===== src/rtl/alu_regfile.sv =====
// alu_regfile
//   Register file and writeback stage that sits around the registered 8-bit ALU.
//   Two combinational read ports supply the ALU operands. The in-flight ALU
//   result is forwarded to them. One cycle after an op is issued, the
//   registered ALU result is written to the destination register. When the op
//   asked for it, the carry/zero flags are updated at the same time. A direct
//   load port writes immediates or memory data. If a load and a writeback
//   target the same register in the same cycle, the writeback wins and the
//   dropped load is reported by a one-cycle pulse.
//
//   Issue handshake: there is no back-pressure. When issue is high at a rising
//   edge, the ALU has accepted the op at that edge. Its registered outputs
//   (alu_result/alu_cout/alu_zero) are valid for the whole following cycle,
//   and wb_valid is high during that cycle.
//
// Ports
//   clk, reset_n                  clock (rising edge), async active-low reset
//   rd_addr_a/b, rd_data_a/b      combinational read ports (ALU a/b)
//   issue, issue_dest,
//   issue_setflags                op accepted by the ALU this edge
//   alu_result/cout/zero          ALU registered outputs (valid cycle N+1)
//   ld_we, ld_addr, ld_data       direct load port
//   flag_carry, flag_zero         registered flags
//   wb_valid                      writeback occurring this cycle
//   ld_collision                  load dropped last cycle (one-cycle pulse)
module alu_regfile #(
   parameter int DATA_BITS = 8,
   parameter int ADDR_BITS = 4
) (
   input  logic                 clk,
   input  logic                 reset_n,
   input  logic [ADDR_BITS-1:0] rd_addr_a,
   input  logic [ADDR_BITS-1:0] rd_addr_b,
   output logic [DATA_BITS-1:0] rd_data_a,
   output logic [DATA_BITS-1:0] rd_data_b,
   input  logic                 issue,
   input  logic [ADDR_BITS-1:0] issue_dest,
   input  logic                 issue_setflags,
   input  logic [DATA_BITS-1:0] alu_result,
   input  logic                 alu_cout,
   input  logic                 alu_zero,
   input  logic                 ld_we,
   input  logic [ADDR_BITS-1:0] ld_addr,
   input  logic [DATA_BITS-1:0] ld_data,
   output logic                 flag_carry,
   output logic                 flag_zero,
   output logic                 wb_valid,
   output logic                 ld_collision
);

   localparam int NUM_REGS = 1 << ADDR_BITS;

   logic [DATA_BITS-1:0] regs_q [NUM_REGS];
   logic [DATA_BITS-1:0] regs_d [NUM_REGS];
   logic                 pend_valid_q, pend_valid_d;
   logic [ADDR_BITS-1:0] pend_dest_q, pend_dest_d;
   logic                 pend_setflags_q, pend_setflags_d;
   logic                 flag_carry_q, flag_carry_d;
   logic                 flag_zero_q, flag_zero_d;
   logic                 ld_collision_q, ld_collision_d;
   logic                 ld_conflict;

   // The load loses only when it targets the register being written back.
   assign ld_conflict = ld_we & pend_valid_q & (ld_addr == pend_dest_q);

   always_comb begin
      regs_d          = regs_q;
      flag_carry_d    = flag_carry_q;
      flag_zero_d     = flag_zero_q;
      // The pending stage is reloaded every edge, so an op never writes twice.
      pend_valid_d    = issue;
      pend_dest_d     = issue_dest;
      pend_setflags_d = issue & issue_setflags;
      ld_collision_d  = ld_conflict;

      if (ld_we && !ld_conflict) begin
         regs_d[ld_addr] = ld_data;
      end
      if (pend_valid_q) begin
         regs_d[pend_dest_q] = alu_result;
         if (pend_setflags_q) begin
            flag_carry_d = alu_cout;
            flag_zero_d  = alu_zero;
         end
      end
   end

   always_ff @(posedge clk or negedge reset_n) begin
      if (!reset_n) begin
         for (int i = 0; i < NUM_REGS; i++) begin
            regs_q[i] <= '0;
         end
         pend_valid_q    <= 1'b0;
         pend_dest_q     <= '0;
         pend_setflags_q <= 1'b0;
         flag_carry_q    <= 1'b0;
         flag_zero_q     <= 1'b0;
         ld_collision_q  <= 1'b0;
      end else begin
         regs_q          <= regs_d;
         pend_valid_q    <= pend_valid_d;
         pend_dest_q     <= pend_dest_d;
         pend_setflags_q <= pend_setflags_d;
         flag_carry_q    <= flag_carry_d;
         flag_zero_q     <= flag_zero_d;
         ld_collision_q  <= ld_collision_d;
      end
   end

   // The in-flight result is forwarded so that a dependent op issued right
   // behind its producer sees the new value. Loads are not forwarded.
   always_comb begin
      rd_data_a = regs_q[rd_addr_a];
      rd_data_b = regs_q[rd_addr_b];
      if (pend_valid_q && (rd_addr_a == pend_dest_q)) begin
         rd_data_a = alu_result;
      end
      if (pend_valid_q && (rd_addr_b == pend_dest_q)) begin
         rd_data_b = alu_result;
      end
   end

   assign flag_carry   = flag_carry_q;
   assign flag_zero    = flag_zero_q;
   assign wb_valid     = pend_valid_q;
   assign ld_collision = ld_collision_q;

endmodule


===== config.mk =====
export PLATFORM = sky130hd
export DESIGN_NAME = alu_regfile
export DESIGN_NICKNAME = d
export VERILOG_FILES = /design/src/rtl/alu_regfile.sv
export SDC_FILE = /design/constraint.sdc
export NUM_CORES = 1
export LEC_CHECK = 0
export ABC_AREA = 1
export CELL_PAD_IN_SITES_DETAIL_PLACEMENT = 2
export CELL_PAD_IN_SITES_GLOBAL_PLACEMENT = 2
export CORE_ASPECT_RATIO = 1.25
export CORE_UTILIZATION = 30
export DETAILED_ROUTE_END_ITERATION = 6
export PLACE_DENSITY = 0.83
export SLEW_MARGIN = 20
export SYNTH_ARGS = -nofsm -noshare
export SYNTH_HDL_FRONTEND = slang
export SYNTH_SLANG_ARGS = --single-unit

===== constraint.sdc =====
create_clock -name clk -period 1.6 [get_ports clk]
set_input_delay 0.16 -clock clk [delete_from_list [all_inputs] [get_ports clk]]
set_output_delay 0.16 -clock clk [all_outputs]
set_load 0.1 [all_outputs]

; After elaboration in Yosys (flattened, before gate mapping)
; Index checks and enable logic that the tools add are counted.
; Widths: inputs -> output; s select.
[word_totals]
register_bits = 137
latch_bits = 0
ramBits = 0
mem_bits_ro = 0
inputBits = 39
output_inout_bits = 20
word_cells = 61
n_memories = 0
[op_classes]
add_sub_neg = 0
n_mul = 0
div_mod_pow = 0
n_lt_le_gt_ge = 6
n_eq_ne = 3
shift = 0
muxes = 16
n_bitwise = 7
n_reduce_logical = 7
[ops]
columns = cell, count
row1 = $bwmux 128, 2
row2 = $mux 128, 2
row3 = $bmux 8 s4, 2
row4 = $demux 8 s4, 2
row5 = $mux 8, 8
row6 = $ge 5x5->1 const B, 4
row7 = $not 4->5, 4
row8 = $eq 4x4->1, 3
row9 = $lt 5x1->1 const B, 2
row10 = $logic_and 1x1->1, 5
row11 = $and 1x1->1, 3
row12 = $reduce_and 2->1, 1
row13 = $logic_not 1->1, 1

; Depth between registers and ports, before layout
; Gate-level depths: netlist (run 1).
[logic_depth]
depth_word = 9
mapped_depth = 12
depth_no_buf = 10

; Worst setup path before layout (run 1)
; No wires, ideal clock.
[synth_path]
kind = reg-to-output
from = reg pend_valid_q, in the netlist wb_valid
to = out rd_data_a[0]
arrival_ns = 2.361
required_time_ns = 1.440
setup_slack_ns = -0.921
stages_incl_launch_ff = 8
path_buffers = 0
cell_sequence = dfrtp_1 -> o21ai_0 -> a21oi_1 -> nand2_1 -> nor2_2 -> inv_1 -> nand2_1 -> nand2_1
[synth_via]
elab_chain_len = 2
[synth_rtl]
columns = element, line
row1 = "start, declared", 55  ; logic pend_valid_q, pend_valid_d;
row2 = "start signal, assigned", 101  ; pend_valid_q <= pend_valid_d;
row3 = $logic_and 1x1->1, 115  ; if (pend_valid_q && (rd_addr_a == pend_dest_q)) begin
row4 = $mux 8, 115
row5 = "end, declared", 34  ; output logic [DATA_BITS-1:0] rd_data_a,
; No other way between the ends.

; Final worst setup path (run 1)
[layout_path]
from = reg regs_q[76] (netlist bit)
to = out rd_data_a[4]
[layout_via]
elab_chain_len = 4
[layout_rtl]
columns = element, line
row1 = "start, declared", 53  ; logic [DATA_BITS-1:0] regs_q [NUM_REGS];
row2 = "start signal, assigned", 100  ; regs_q <= regs_d;
row3 = $bmux 8 s4, 113  ; rd_data_a = regs_q[rd_addr_a];
row4 = $mux 8 (implied by the code) (2 in a row), 113
row5 = $mux 8, 115
; No other way between the ends. The select of a mux whose other input is x is not followed.

==> metrics.sh, run 1 <==
SYNTH_TOP_AREA_SHARE_PCT=31.9
CLOCK_PATH_BUFFERS=2
CRIT_PATH_ARRIVAL_TIME_NS=3.00
CRIT_PATH_START_KIND='register'
FINALWEIGHTEDCONGESTION=0.932
GR_MET3_DEMAND_RESOURCE_PCT=11.3
RSZ0062_AT_GRT='yes'
SYNTH_FLOP_CELL='dfrtp_1'
TIMING.CRITICAL_PATH.MAX_DELAY_FAMILY='simple AND/OR/NAND/NOR gates'
DR.PASS1.ITERS=6
GRTUSAGEMET2_PCT=71.5
DETAILEDPLACEMENTHPWL_UM=41500
WORST_SKEW_PAIR.LATE_LATENCY_NS=0.50
DETAILEDROUTE.FIRSTITERATIONVIOLATIONS=1841
POST_SYNTH_ARST_SHARE_PCT=100
WORST_HOLD_PATH_TYPE='in -> reg'
REMAINING_NUMBER_OF_NETS_FLAGGED_BY_THE_ANTENNA_CHECK_AFTER_ROUTING=0
PEAKVDDDROP_uV=941
SYNTHESIS.INSTANCES=1771
SYNTHESIZED_CELL_AREA_UM2=10700
TIMING.FINAL.CRIT_PERIOD_NS=3.16
CP-END-KIND='output port'
AVGVIACOUNTPERCELL=6.52
PATH_CELLS='o211ai_1 -> nand3_1 -> nand3_1 -> nand2_1 -> nand2_4 -> nand2_8 -> buf_12'
CRITICALPATHCATEGORY='reg -> out'
PATH_CLK_SLEW_NS=0.07
GRT.BUSIEST_LAYER='met2'
ROUTE.DETAILED.WL_PER_INST_UM=36.1
CORE.ROWCOUNT=77
ANTENNA_VIOLATIONS_BEFORE_REPAIR=4
MAXCAPVIOLCOUNT=0
P_TOTAL_W=0.0167
POST_ROUTE_CELLS_DRIVE_ABOVE_1_SHARE_PCT=29.9
MAPPEDNETLISTNETS=1810
WORST-R2R-CELL-COUNT=15
GLOBAL_ROUTE.USAGE.TOTAL_PCT=44.7
LAYOUT-AREA-OVERHEAD-VS-SYNTH_PCT=47.9
FIRST_GLOBAL_VIAS=16887
PATH_DEPTH=7
START_UTIL_PCT=30.4
GRT_OVERFLOW_TOTAL=0
YOSYS.AREA.TOP_TYPE='dfrtp_1'
RUN_STATUS='finished, violations left'
SYNTH-SEQ-CELLS=137
DETAILROUTE.VIA_COUNT=15685
YS_SEQ_AREA_SHARE_PCT=31.9
WORST_SLACK_NS=-1.56
CRITICAL_PATH.MAX_FANOUT=3
NUMBER_OF_CLOCK_SINKS=137
TRITONCTS='done'
IO_PINS=59
NUMCTSBUFFERS=17
FINAL-HOLD-VIOLATION-COUNT=0
SYNTH_COMMONEST_CELLS='430 x nand2_1, 270 x nor2_1, 237 x nand3_1'
SYNTH_WARNINGS=0
FIRST_PASS_GRT_WIRE_LENGTH_UM=116000
REPORTED_LEAKAGE_POWER_nW=7.69
CP_NUM_BUF_INV=1
CPMOSTUSEDCELL='nand3_1'
DIE_Y_UM=213
PLACEDCELLCOUNT=2340
GR-USAGE-MET1_PCT=48.5
SYNTH.MOST_COMMON_CELL='nand2_1'
WHS_PATH_DEPTH=1
TIMING.CRITICAL_PATH.SLOWEST_STAGE_CELL='o211ai_1'
NET_COUNT_FINAL=1957
POSTSYNTHAREAPERCELL_UM2=6.06
WORST_HOLD_SLACK_NS=0.0979
NUMPORTBUFFERS=58
WORSTMARGINPINSLEW_NS=0.826
DIE_AREA_UM2=36500
CORE_AREA_UM2=35300
CRITICAL_PATH_REQUIRED_NS=1.44
FINALMAXSLEWVIOLATIONS=0
FINAL.PERIOD_UTILIZATION_PCT=198
POWER.DENSITY_CELL_AREA_nW_PER_UM2=1050
CHIP_WIDTH_UM=171
CLOCK_TREE.ROOT_CELL='clkbuf_16'
MAXSLEWHEADROOM_PCT=44.7
SYNTH_AREA_LEADERS='dfrtp_1 32%, nand2_1 15%, nand3_1 11%'
MAXIMUM_NUMBER_OF_PINS_ON_ONE_NET_BEFORE_GLOBAL_ROUTE_REPAIR=75
CRIT_PATH_MAX_INCR_DELAY_NS=0.71
ANTENNA_CELLS_INSERTED=0
ROUTED_WIRE_LENGTH_UM=86900
POST_LAYOUT_NONFILLER_INSTANCES=2405
POST-ROUTE-DRC-COUNT=0
EDFF_COUNT_SYNTH=0
CLOCK_SKEW_NS=0.0215
SYNTH_CELL_TYPE_COUNT=25
SETUP_VIOL=145
CTS_MAX_LEVEL=4
ACHIEVABLE-FREQUENCY_MHz=316
VIOLATED_CHECKS='negative setup slack'
==> cells in the final DEF (no fill, tap or decap), types with 32 or more instances in the layout <==
cell and n:
nand2_1 295, nor2_1 266, nand3_1 209, inv_1 178, dfrtp_1 133, buf_4 116, a21oi_1 101, nand2_2 90
a21oi_2 88, o21ai_0 67, o211ai_1 64, buf_12 63, inv_2 37, nand2_4 33, clkdlybuf4s50_1 32
==> worst reg2reg max path, cell delays in order, from the launching register on <==
cell and delay (ns):
dfrtp_2 0.48, buf_4 0.17, buf_6 0.11, buf_6 0.12, buf_6 0.12, nand2_2 0.06, nand2_2 0.06, nor2_4 0.12
nand3_4 0.14, buf_6 0.16, buf_6 0.13, bufbuf_16 0.29, nand3_1 0.10, nand2_1 0.12, inv_1 0.12, a21oi_1 0.09
==> repair_timing <==
action                                  in CTS  in global routing
hold buffers                                 1                  0
gates cloned                                10                  0
hold endpoints to repair                    34                  0
endpoints found under the setup margin     144                145
gates resized for setup                    184                174
setup buffers                               18                  5
pin swaps                                   72                 42
==> final timing paths <==
check                               start              to  slack [ns]
max in group asynchronous         reset_n     regs_q[105]        0.74
min in group asynchronous         reset_n     regs_q[116]        0.19
min reg2reg                    regs_q[19]      regs_q[19]        0.56
max                            regs_q[76]    rd_data_a[4]       -1.56
max reg2reg                pend_dest_q[0]      regs_q[77]       -0.92
min                         issue_dest[3]  pend_dest_q[3]         0.1
==> layer usage <==
metal / wire [um] / share of wire (%)
met5: 34 / 0.039
met4: 9390 / 11
met3: 8710 / 10
met2: 38500 / 44
met1: 30200 / 35
==> cell families after synthesis <==
kind of cell           Yosys count  share of synthesized area, %
DFF                            137                          31.9
muxes                            2                         0.210
buffers and inverters          345                          12.7
and+or+nand+nor                957                          38.2
AOI/OAI and AO/OA              330                          16.9
==> sequential cells by signal, indices dropped and copies added, names as in the netlist <==
signal	cells
wb_valid	1
pend_dest_q	4
regs_q	128
ld_collision	1
pend_setflags_q	1
flag_carry	1
flag_zero	1
==> per-stage QoR <==
| stage | TNS, ns | cell area, um^2 | setup WS [ns] | util (%) |
|---|---|---|---|---|
| CTS | -89.28 | 15300 | -0.742 | 43.3 |
| detailed placement | -77.84 | 13500 | -0.695 | 38.3 |
| finish | -113.12 | 15900 | -1.56 | 45.0 |
| global placement | -54.97 | 13500 | -0.565 | 38.3 |
| global route | -115.77 | 15900 | -1.51 | 45.0 |
| floorplan | -1.12 | 11000 | -0.0853 | - |
==> cell type report <==
cell class / instances / area (um^2)
repair buffers: 252 / 3120
well taps: 474 / 593
fillers: 4026 / 19400
multi-input cells: 1289 / 7250
clock inverters: 14 / 198
clock buffers: 18 / 429
flip-flops and latches: 137 / 3440
inverters: 221 / 845
==> power breakdown <==
group / switching (W) / internal (W) / leakage, nW
clock network: 0.00208 / 0.00262 / 0.301
logic: 0.00436 / 0.00222 / 5.80
registers: 0.00117 / 0.00430 / 1.59
No activity file was read; power rests on OpenSTA's default activity.
==> inputs of run 2 (changes only) <==
Settings changed: CAP_MARGIN from default to 25.
==> results of run 2 <==
Final layout, timing and power as in run 1 (identical DEF).
==> inputs of run 3 (changes only) <==
Settings changed: HOLD_SLACK_MARGIN from default to 0.06, PLACE_DENSITY 0.83 to default, PLACE_DENSITY_LB_ADDON from default to 0.1.
==> run 3 against run 2 <==
The flow still finishes with violations (negative setup slack). Sequential cell count is the same. Largest cell class unchanged. Critical path type unchanged. Global-route usage is 8.4 points lower. Sequential power down 4%. Total power is 4.6% lower. Highest routed layer is now met4. Design area grew 3.8%. Final cell count up 0.17%. Sequential share of layout area down 0.78 points. Die area did not move.
==> metrics.sh, run 3 (synthesis gave the netlist of run 1 again) <==
CRIT_PATH_MAX_INCR_DELAY_NS=0.49
POST_DP_CELL_AREA_UM2=13500
WORST_SLACK_NS=-0.787
TIMING.CRITICAL_PATH.SLOWEST_STAGE_CELL='dfrtp_2'
WORST_SKEW_PAIR.LATE_LATENCY_NS=0.46
MAXSLEWHEADROOM_PCT=57.6
NUMBER_OF_CLOCK_SINKS=137
CRITICAL_PATH.MAX_FANOUT=9
PATH_CLK_SLEW_NS=0.07
R2R_START='pend_dest_q[3]'
DR.PASS1.ITERS=5
ACHIEVABLE-FREQUENCY_MHz=419
ROUTED_WIRE_LENGTH_UM=68700
LAYOUT.CELLS.MOST_COMMON_LIST='267 x nor2_1, 251 x nand2_1, 167 x inv_1'
MAXIMUM_NUMBER_OF_PINS_ON_ONE_NET_BEFORE_GLOBAL_ROUTE_REPAIR=52
TRITONCTS='done'
CRIT_START='pend_dest_q[2]'
FINAL_COMMON_CELL='nor2_1'
CTS_MAX_LEVEL=4
DETAILEDROUTE.FIRSTITERATIONVIOLATIONS=971
START_UTIL_PCT=30.4
FIRST_PASS_GRT_WIRE_LENGTH_UM=94900
CRIT_PATH_ARRIVAL_TIME_NS=2.23
DIE_AREA_UM2=36500
PEAKVDDDROP_uV=552
TIMING.FINAL.CRIT_PERIOD_NS=2.39
CRITICALPATHCATEGORY='reg -> out'
WORSTMARGINPINSLEW_NS=0.634
CLOCK_PATH_BUFFERS=2
CRITICAL_PATH_REQUIRED_NS=1.44
GLOBAL_ROUTE.USAGE.TOTAL_PCT=36.3
FINAL.SETUP.TNS_NS=-81.81
NUMPORTBUFFERS=58
CLOCK_TREE.ROOT_CELL='clkbuf_16'
POWER.DENSITY_CELL_AREA_nW_PER_UM2=970
POST_ROUTE_CELLS_DRIVE_ABOVE_1_SHARE_PCT=36.6
WORST_HOLD_PATH_TYPE='in -> reg'
LAYOUT-AREA-OVERHEAD-VS-SYNTH_PCT=53.4
CHIP_WIDTH_UM=171
RUN_STATUS='finished, violations left'
POST_LAYOUT_NONFILLER_INSTANCES=2409
FINALMAXSLEWVIOLATIONS=0
CLOCK_SKEW_NS=0.0114
STDCELL_AREA_UM2=16500
CRIT_PATH_START_KIND='register'
DETAILROUTE.VIA_COUNT=13830
TOP_REGS='regs_q x128, pend_dest_q x4'
AVGVIACOUNTPERCELL=5.74
REMAINING_NUMBER_OF_NETS_FLAGGED_BY_THE_ANTENNA_CHECK_AFTER_ROUTING=0
PATH_CELLS='inv_2 -> buf_12 -> nand2_1 -> a21oi_1 -> nand2_1 -> nor2_4 -> buf_12 -> nand2_1 -> nand2_8 -> buf_12'
FINAL-HOLD-VIOLATION-COUNT=0
IO_PINS=59
CORE.ROWCOUNT=77
CORE_AREA_UM2=35300
RSZ0062_AT_GRT='yes'
FLIP_FLOP_COUNT_OF_THE_LARGEST_REGISTER_ALL_COPIES_AND_WORDS_ADDED=128
POST-ROUTE-DRC-COUNT=0
CP-END-KIND='output port'
DIE_Y_UM=213
MAXCAPVIOLCOUNT=0
ANTENNA_VIOLATIONS_BEFORE_REPAIR=2
HOLD_PATH.STARTPOINT='issue_dest[2]'
FINALWEIGHTEDCONGESTION=0.883
ROUTE.DETAILED.WL_PER_INST_UM=28.5
TOP_REGISTER='regs_q'
GRT_OVERFLOW_TOTAL=0
DETAILEDPLACEMENTHPWL_UM=42300
REPORTED_LEAKAGE_POWER_nW=7.71
NUMCTSBUFFERS=17
FINAL.PERIOD_UTILIZATION_PCT=149
NET_COUNT_FINAL=1960
SETUP_VIOL=145
FIRST_GLOBAL_VIAS=14730
PLACEDCELLCOUNT=2338
VIOLATED_CHECKS='negative setup slack'
==> run 3: where the power goes <==
group          internal (W)  switching [W]
Sequential          0.00430       0.000967
Clock               0.00284        0.00181
Combinational       0.00218        0.00387
Total               0.00932        0.00665
==> run 3: final timing paths <==
| path | to | slack [ns] | cells after the start |
|---|---|---|---|
| worst min-delay path | pend_dest_q[2] | 0.15 | 1 |
| min in group asynchronous | pend_dest_q[1] | 0.16 | 2 |
| worst max-delay path | rd_data_a[1] | -0.79 | 10 |
| worst max register to register | regs_q[51] | -0.71 | 14 |
| max in group asynchronous | pend_dest_q[3] | 0.79 | 3 |
| worst min register to register | regs_q[5] | 0.53 | 2 |
==> run 3: layout make-up <==
type	instances	area [um^2]
Antenna cell	2	5.00
Clock buffer	19	453
Clock inverter	12	196
Fill cell	4070	18800
Inverter	221	842
Multi-Input combinational cell	1289	7760
Sequential cell	137	3440
Tap cell	474	593
Timing Repair Buffer	255	3180
==> run 3: per-stage QoR <==
| step | worst slack [ns] | util, % | power, W | hold WS [ns] |
|---|---|---|---|---|
| after floorplan | -0.0853 | - | 0.00775 | -0.136 |
| after global placement | -0.435 | 38.4 | 0.0100 | 0.0623 |
| after detailed placement | -0.508 | 38.4 | 0.0102 | 0.0638 |
| after CTS | -0.711 | 44.6 | 0.0152 | 0.135 |
| after global routing | -0.849 | 46.7 | 0.0164 | 0.151 |
| final | -0.787 | 46.7 | 0.0160 | 0.145 |
==> run 3: repair_timing <==
item,4_1_cts,5_1_grt
endpoints found under the hold margin,137,0
setup endpoints to repair,145,145
hold buffers,1,0
gates resized for setup,252,273
cloned,14,0
pin swaps,110,71
buffers inserted,22,10
==> run 3: layer usage <==
layer | share of wire (%) | GRT usage [%] | vias up
met5 | 0 | 0 | -
met4 | 9.0 | 25.3 | 0
met3 | 4.9 | 5.91 | 266
met2 | 49 | 64.8 | 508
met1 | 37 | 39.0 | 7084
li1 | - | - | 5972
==> run 3: worst max-delay path, delay by kind of cell (launching register included) <==
family          cells  cell delay (ns)
buf+inv             4             0.56
simple gates        5             0.52
flops               1             0.49
compound gates      1             0.17
